**config.mk**
```make
export PLATFORM = sky130hd
export DESIGN_NAME = mem_responder
export DESIGN_NICKNAME = d
export VERILOG_FILES = /design/src/rtl/mem_responder.sv
export SDC_FILE = /design/constraint.sdc
export NUM_CORES = 1
export LEC_CHECK = 0
export BUFFER_PORTS_ARGS = -buffer_cell sky130_fd_sc_hd__buf_2
export CAP_MARGIN = 15
export CORE_ASPECT_RATIO = 0.75
export CORE_MARGIN = 2
export CORE_UTILIZATION = 55
export DETAILED_ROUTE_END_ITERATION = 10
export GPL_TIMING_DRIVEN = 1
export HOLD_SLACK_MARGIN = 0.08
export PLACE_DENSITY = 0.72
export SYNTH_ARGS = -nofsm -noshare
export SYNTH_HDL_FRONTEND = slang
export SYNTH_SLANG_ARGS = --single-unit
```
**constraint.sdc**
```tcl
create_clock -name clock -period 3.32 [get_ports clock]
set_input_delay 0.166 -clock clock [delete_from_list [all_inputs] [get_ports clock]]
set_output_delay 0.166 -clock clock [all_outputs]
set_load 0.05 [all_outputs]
```
**src/rtl/mem_responder.sv**
```systemverilog
// Wait-state memory responder: level-sensitive read/write requests, one-cycle ready pulse.
// Optional MEM_RESP_INIT_EN adds a CLEAR state that zeroes the memory after reset.
module mem_responder #(
    parameter int unsigned DATA_W   = 8,
    parameter int unsigned ADDR_W   = 4,
    parameter int unsigned WAIT_CYC = 2
) (
    input  logic              clock,
    input  logic              reset,
    input  logic              mem_rd,
    input  logic              mem_wr,
    input  logic [ADDR_W-1:0] addr,
    input  logic [DATA_W-1:0] wdata,
    output logic [DATA_W-1:0] rdata,
    output logic              mem_ready,
    output logic              mem_busy,
    output logic              mem_err
);

    localparam int unsigned DEPTH   = 2 ** ADDR_W;
    localparam logic [2:0]  WAIT_LD = 3'(WAIT_CYC);

`ifdef MEM_RESP_INIT_EN
    typedef enum logic [1:0] {IDLE, WAIT, DONE, CLEAR} state_t;
`else
    typedef enum logic [1:0] {IDLE, WAIT, DONE} state_t;
`endif

    state_t            state, state_d;
    logic [2:0]        cnt, cnt_d;
    logic              op_wr, op_wr_d;
    logic [ADDR_W-1:0] lat_addr, lat_addr_d;
    logic [DATA_W-1:0] lat_wdata, lat_wdata_d;
    logic              err_d;
    logic              we, re;
    logic [ADDR_W-1:0] acc_addr;
    logic [DATA_W-1:0] acc_wdata;
    logic [DATA_W-1:0] mem [DEPTH];
`ifdef MEM_RESP_INIT_EN
    logic [ADDR_W-1:0] clr_addr, clr_addr_d;
`endif

    always_comb begin
        state_d     = state;
        cnt_d       = cnt;
        op_wr_d     = op_wr;
        lat_addr_d  = lat_addr;
        lat_wdata_d = lat_wdata;
        err_d       = 1'b0;
        we          = 1'b0;
        re          = 1'b0;
        acc_addr    = lat_addr;
        acc_wdata   = lat_wdata;
        mem_busy    = (state != IDLE);
        mem_ready   = (state == DONE);
`ifdef MEM_RESP_INIT_EN
        clr_addr_d  = clr_addr;
`endif
        case (state)
            IDLE: begin
                if (mem_rd && mem_wr) begin
                    err_d = 1'b1;
                end else if (mem_rd || mem_wr) begin
                    op_wr_d     = mem_wr;
                    lat_addr_d  = addr;
                    lat_wdata_d = wdata;
                    // zero wait states: the access happens on the request edge itself
                    if (WAIT_CYC == 0) begin
                        state_d   = DONE;
                        we        = mem_wr;
                        re        = mem_rd;
                        acc_addr  = addr;
                        acc_wdata = wdata;
                    end else begin
                        state_d = WAIT;
                        cnt_d   = WAIT_LD;
                    end
                end
            end
            WAIT: begin
                cnt_d = cnt - 3'd1;
                if (cnt == 3'd1) begin
                    state_d = DONE;
                    we      = op_wr;
                    re      = !op_wr;
                end
            end
            DONE: state_d = IDLE;
`ifdef MEM_RESP_INIT_EN
            CLEAR: begin
                we         = 1'b1;
                acc_addr   = clr_addr;
                acc_wdata  = '0;
                clr_addr_d = clr_addr + 1'b1;
                if (clr_addr == '1) state_d = IDLE;
            end
`endif
            default: state_d = IDLE;
        endcase
    end

    always_ff @(posedge clock) begin
        if (reset) begin
`ifdef MEM_RESP_INIT_EN
            state    <= CLEAR;
            clr_addr <= '0;
`else
            state    <= IDLE;
`endif
            cnt     <= '0;
            rdata   <= '0;
            mem_err <= 1'b0;
        end else begin
            state     <= state_d;
            cnt       <= cnt_d;
            op_wr     <= op_wr_d;
            lat_addr  <= lat_addr_d;
            lat_wdata <= lat_wdata_d;
            mem_err   <= err_d;
`ifdef MEM_RESP_INIT_EN
            clr_addr  <= clr_addr_d;
`endif
            if (re) rdata <= mem[acc_addr];
        end
    end

    // Memory is never reset; a reset edge only suppresses the pending write.
    always_ff @(posedge clock) begin
        if (we && !reset) mem[acc_addr] <= acc_wdata;
    end

endmodule

```
## Word level (Yosys, flattened, before mapping)

Memory sizes are Yosys's and may differ from the RTL's. A register that Yosys moved wholly into a read port is not among the register bits.
Index checks and enable logic that the tools add are counted.

- Latch bits: 0
- Memories kept: 1
- Flip-flop bits (word level): 19
- ROM bits: 0
- RAM bits: 128
- Output and inout port bits: 11

- Multiplexer cells: 14
- Bitwise logic cells: 3
- Add/subtract/negate cells: 1
- Div/mod/pow operators: 0
- Eq/ne operators: 6
- Reductions and logical operators: 12
- Magnitude comparators: 0
- Shift-type cells: 0
- Multiply operators: 0

Memories:

| memory | depth | bits a word | rd ports | clocked after memory_dff | write ports | line | source |
|---|---|---|---|---|---|---|---|
| mem | 16 | 8 | 1 | 1 | 1 | 38 | `logic [DATA_W-1:0] mem [DEPTH];` |

Operator list:

| kind | number |
|---|---|
| $mux W1 | 7 |
| $mux W2 | 3 |
| $mux W3 | 2 |
| $ne A2 B2 Y1 const B | 3 |
| $pmux W3 S2 | 1 |
| $reduce_and A3 Y1 | 2 |
| $pmux W2 S2 | 1 |
| $reduce_and A4 Y1 | 1 |
| $reduce_bool A2 Y1 | 2 |
| $eq A3 B1 Y1 const B | 1 |
| $not A1 Y1 | 3 |
| $sub A3 B1 Y3 const B | 1 |
| $eq A2 B1 Y1 const B | 1 |
| $eq A2 B2 Y1 const B | 1 |
| $logic_and A1 B1 Y1 | 2 |
| $logic_not A1 Y1 | 2 |
| $logic_not A2 Y1 | 1 |
| $reduce_or A2 Y1 | 1 |
| $logic_or A1 B1 Y1 | 1 |

## Longest topological paths before layout

- Depth after elaboration: 6
- Gate-level depth with buffers: 8

## Worst setup path after synthesis

No wires, ideal clock.

- Path kind: flip-flop to flip-flop
- From: register cnt[1]
- To: memory mem[2][0] (enable)
- Path slack: 1.009 ns
- Stages on the path, launching flop included: 8
- Arrival: 1.928 ns
- Path buffers: 1
- Required time: 2.937 ns
- Clock period less this slack: 2.311 ns
- Setup time: 0.383 ns
- Path through: dfxtp_1 inv_1 ha_1 and4bb_2 buf_2 nor2b_1 nand4b_1 nor3_1

- Word-level cells in the longest chain between the ends: 6

Ends and longest elaborated chain:

| item | line | source |
|---|---|---|
| start, declared | 30 | `logic [2:0] cnt, cnt_d;` |
| start signal, assigned | 115 | `cnt <= cnt_d;` |
| $eq A3 B1 Y1 | 82 | `if (cnt == 3'd1) begin` |
| $mux W1 | 82 |  |
| $mux W1 | 59 | `case (state)` |
| $logic_and A1 B1 Y1 | 129 | `if (we && !reset) mem[acc_addr] <= acc_wdata;` |
| $mux W1 | 129 |  |
| $mux W1 (implied by the code) | 129 |  |
| end, declared | 38 |  |

Every way passes these cells.

## Worst setup path in the final report

- From: register cnt[1]
- To: memory mem[14][2] (enable)

The elaborated chain is that of the path after synthesis.

==> run_results.csv <==
group,metric,value,unit
place,dp_hpwl,7773,µm
pwr,peakVddDrop,531.6,µV
global_routing,grt_usage,23.47,%
min_path,hold_start,"wdata[0]",
global_routing,grt_pass1_wl,18820,µm
place,port_buffers,26,
floorplanning,io_pins,27,
sta,slew_viol_final,0,
route,via_per_inst,5.975,
synthesis,syn-mean-instance-area,19.50,µm²
synthesis,seq_area_frac_synth,75.91,%
synthesis,synth_ff_type,"edfxtp_1",
setup_path,r2r_end,"mem[14][2]$_DFFE_PP_",
synthesis,yosys.area_share.simple,5.975,%
clock_tree,cts_setup_buffers,0,
clock_tree,htree_num_levels,4,
floorplanning,core_area,10410,µm²
place,placed_area,6306,µm²
route,dr.first_iter.drc_count,376,
setup_path,crit_fanout,14,
synthesis,synth.area.mux_share,13.38,%
route,wl_per_cell,23.52,µm
outcome,outcome,"finished clean",
clock_tree,cts.sinks,155,
finish,final_common_cell,"edfxtp_1",
floorplanning,rows,32,
floorplanning,dieArea,11670,µm²
clock_tree,cts_tree,"done",
sta,final_hold_viol_count,0,
global_routing,gr-total-overflow,0,
setup_path,crit_path_max_incr_delay,670,ps
global_routing,grt_max_degree,20,
finish,syn2layout_area_growth,18.79,%
finish,nFillCells,660,
setup_path,worstPathRequired,3370,ps
min_path,hold_end,"acc_wdata[0]$_DFFE_PP_",
setup_path,worst-r2r-setup-slack,810,ps
route,first_pass_iters,5,
synthesis,synth_cell_types,36,
finish,postLayoutCellArea,7064,µm²
setup_path,crit_type,"reg -> reg",
finish,drive_gt1_share,27.89,%
global_routing,first_global_vias,3139,
setup_path,crit_path_start_kind,"register",
route,drc_errors,0,
floorplanning,fp.dieH,94.06,µm
finish,final_cell_mix,"edfxtp_1 (141), mux4_2 (30), buf_2 (26)",
setup_path,critPathCaptureType,"register",
clock_tree,insertion_delay,420,ps
setup_path,path_cells,"inv_1 -> ha_1 -> and4bb_2 -> nor2b_1 -> buf_4 -> nand4b_1 -> nor2_1",
sta,period_needed,2512,ps
place,place_congestion,0.8008,
clock_tree,clkSlewWorstSetupHoldPaths,60,ps
synthesis,netlist_instances,305,
setup_path,reg2reg_from,"cnt[1]$_SDFFE_PP0P_",
synthesis,synth_top_family_by_area,"multiplexers",
sta,grt_setup_unrepaired,"no",
floorplanning,die_w,124.1,µm
synthesis,async_reset_ff_share,0,%
sta,maxSlewHeadroom,28.10,%
min_path,min_path_cells,2,
sta,max_slew.worst_pin.slew,1073,ps
synthesis,yosys_warnings,0,
pwr,total_leakage_power,2.424,nW
route,routed_wl,12140,µm
setup_path,reg2reg_depth,7,
synthesis,synth_area,5947,µm²
route,ant_nets,0,
sta,finalCritPeriodShare,75.65,%
min_path,hold_path.class,"in -> reg",
pwr,pwr_density_cell,612.5,nW/µm²
synthesis,synth_fp_nets,323,
finish,post-route-util,67.86,%
sta,fmax,0.3982,GHz
clock_tree,clock_path_buffers,2,
flow_run,drv_cap,0,
synthesis,yosys.area_share.adder,0.4208,%
finish,insertedDiodeCount,0,
synthesis,synth_edf_count,141,
synthesis,synth_xor_area_share,0.1473,%
clock_tree,clockRootBuffer,"clkbuf_16",
setup_path,arrival,2560,ps
clock_tree,numCtsBuffers,17,
setup_path,crit_slowest_cell,"nor2_1",
route,vias,3083,
global_routing,antenna_found_initial,0,
floorplanning,start_util,57.13,%
sta,skew,5.932,ps
sta,setup_violations,0,
synthesis,ys_ff_latch,155,
synthesis,synth_compound_area_share,2.420,%
sta,fin_setup_tns,0,ps
finish,fin_nets,385,
[worst max path at each step]
stage,startpoint,to,slack [ps],cells after the start
after CTS,cnt[1]$_SDFFE_PP0P_,mem[14][2]$_DFFE_PP_,790,7
after global placement,cnt[1]$_SDFFE_PP0P_,mem[14][7]$_DFFE_PP_,950,7
after global routing,cnt[1]$_SDFFE_PP0P_,mem[14][2]$_DFFE_PP_,590,7
final,cnt[1]$_SDFFE_PP0P_,mem[14][2]$_DFFE_PP_,810,7
after floorplan,cnt[1]$_SDFFE_PP0P_,mem[2][0]$_DFFE_PP_,1010,7
after detailed placement,cnt[1]$_SDFFE_PP0P_,mem[14][7]$_DFFE_PP_,820,7
[cell type report]
| type | count | area, µm² | share of cell area [%] |
|---|---|---|---|
| clock buffer | 24 | 491.7 | 6.961 |
| multi-input combinational | 129 | 1334 | 18.88 |
| timing repair buffer | 60 | 422.9 | 5.987 |
| sequential | 155 | 4514 | 63.90 |
| tap | 136 | 170.2 | 2.409 |
| inverter | 4 | 15.01 | 0.2125 |
| clock inverter | 8 | 116.4 | 1.647 |
[worst max-delay path: cells and delay by family (launching register included)]
family | cells | cell delay (ps)
fa+ha+maj | 1 | 190
simple gates | 4 | 1370
buf+inv | 2 | 290
flops | 1 | 290
[Yosys cell counts, types with 4 or more instances]
cell	n	area share, %
edfxtp_1	141	71
mux4_2	30	11
nor2_1	19	1.2
dfxtp_1	14	4.7
mux2i_1	12	2.0
nand2_1	10	0.63
a31oi_1	7	0.74
and4b_1	7	1.2
buf_2	7	0.59
nor3_1	7	0.59
o211ai_1	7	0.88
nand3_1	5	0.42
inv_1	4	0.25
[through the flow]
step	hold WS [ps]	worst slack (ps)	instances	total power, mW
3_5_place_dp	344.1	821.2	469	2.378
4_1_cts	440.4	794.8	516	4.342
3_3_place_gp	342.5	948.0	469	2.372
5_1_grt	449.5	590.9	516	4.449
2_1_floorplan	264.9	1009	305	2.320
6_report	455.3	808.4	516	4.327
[flip-flops by register name, summed over array words and instances, names as in the netlist]
| name | cells |
|---|---|
| cnt | 3 |
| rdata | 8 |
| mem_err | 1 |
| state | 2 |
| mem | 128 |
| op_wr | 1 |
| acc_addr | 4 |
| acc_wdata | 8 |
[cells by family (layout without fill, tap and decap cells)]
| kind of cell | after synthesis | count (layout) |
|---|---|---|
| XOR/XNOR | 1 | 1 |
| AND/OR/NAND/NOR | 63 | 63 |
| buffers and inverters | 21 | 96 |
| AO/OA/AOI/OAI | 21 | 21 |
| multiplexers | 42 | 42 |
| adder cells (fa/ha/maj) | 2 | 2 |
| flip-flops | 155 | 155 |
[what timing repair did]
item                                    in CTS  in global routing
hold buffers                                15                  0
endpoints found under the hold margin       15                  0
resized for setup                            0                  0
endpoints found under the setup margin       0                  0
[where the power goes]
part	switching [mW]	leakage (nW)	internal [mW]
registers	0.0444	1.38	2.15
logic	0.0815	0.742	0.0776
clock network	0.721	0.298	1.26
[layer usage]
metal  GRT usage [%]  vias to the layer above  part of all wire (%)
li1                -                     1372                     -
met1           34.41                     1570                    44
met2           34.88                      125                    48
met3           6.432                       16                   6.6
met4           7.116                        0                   1.2
met5               0                        -                     0
(Power assumes the default switching activity.)
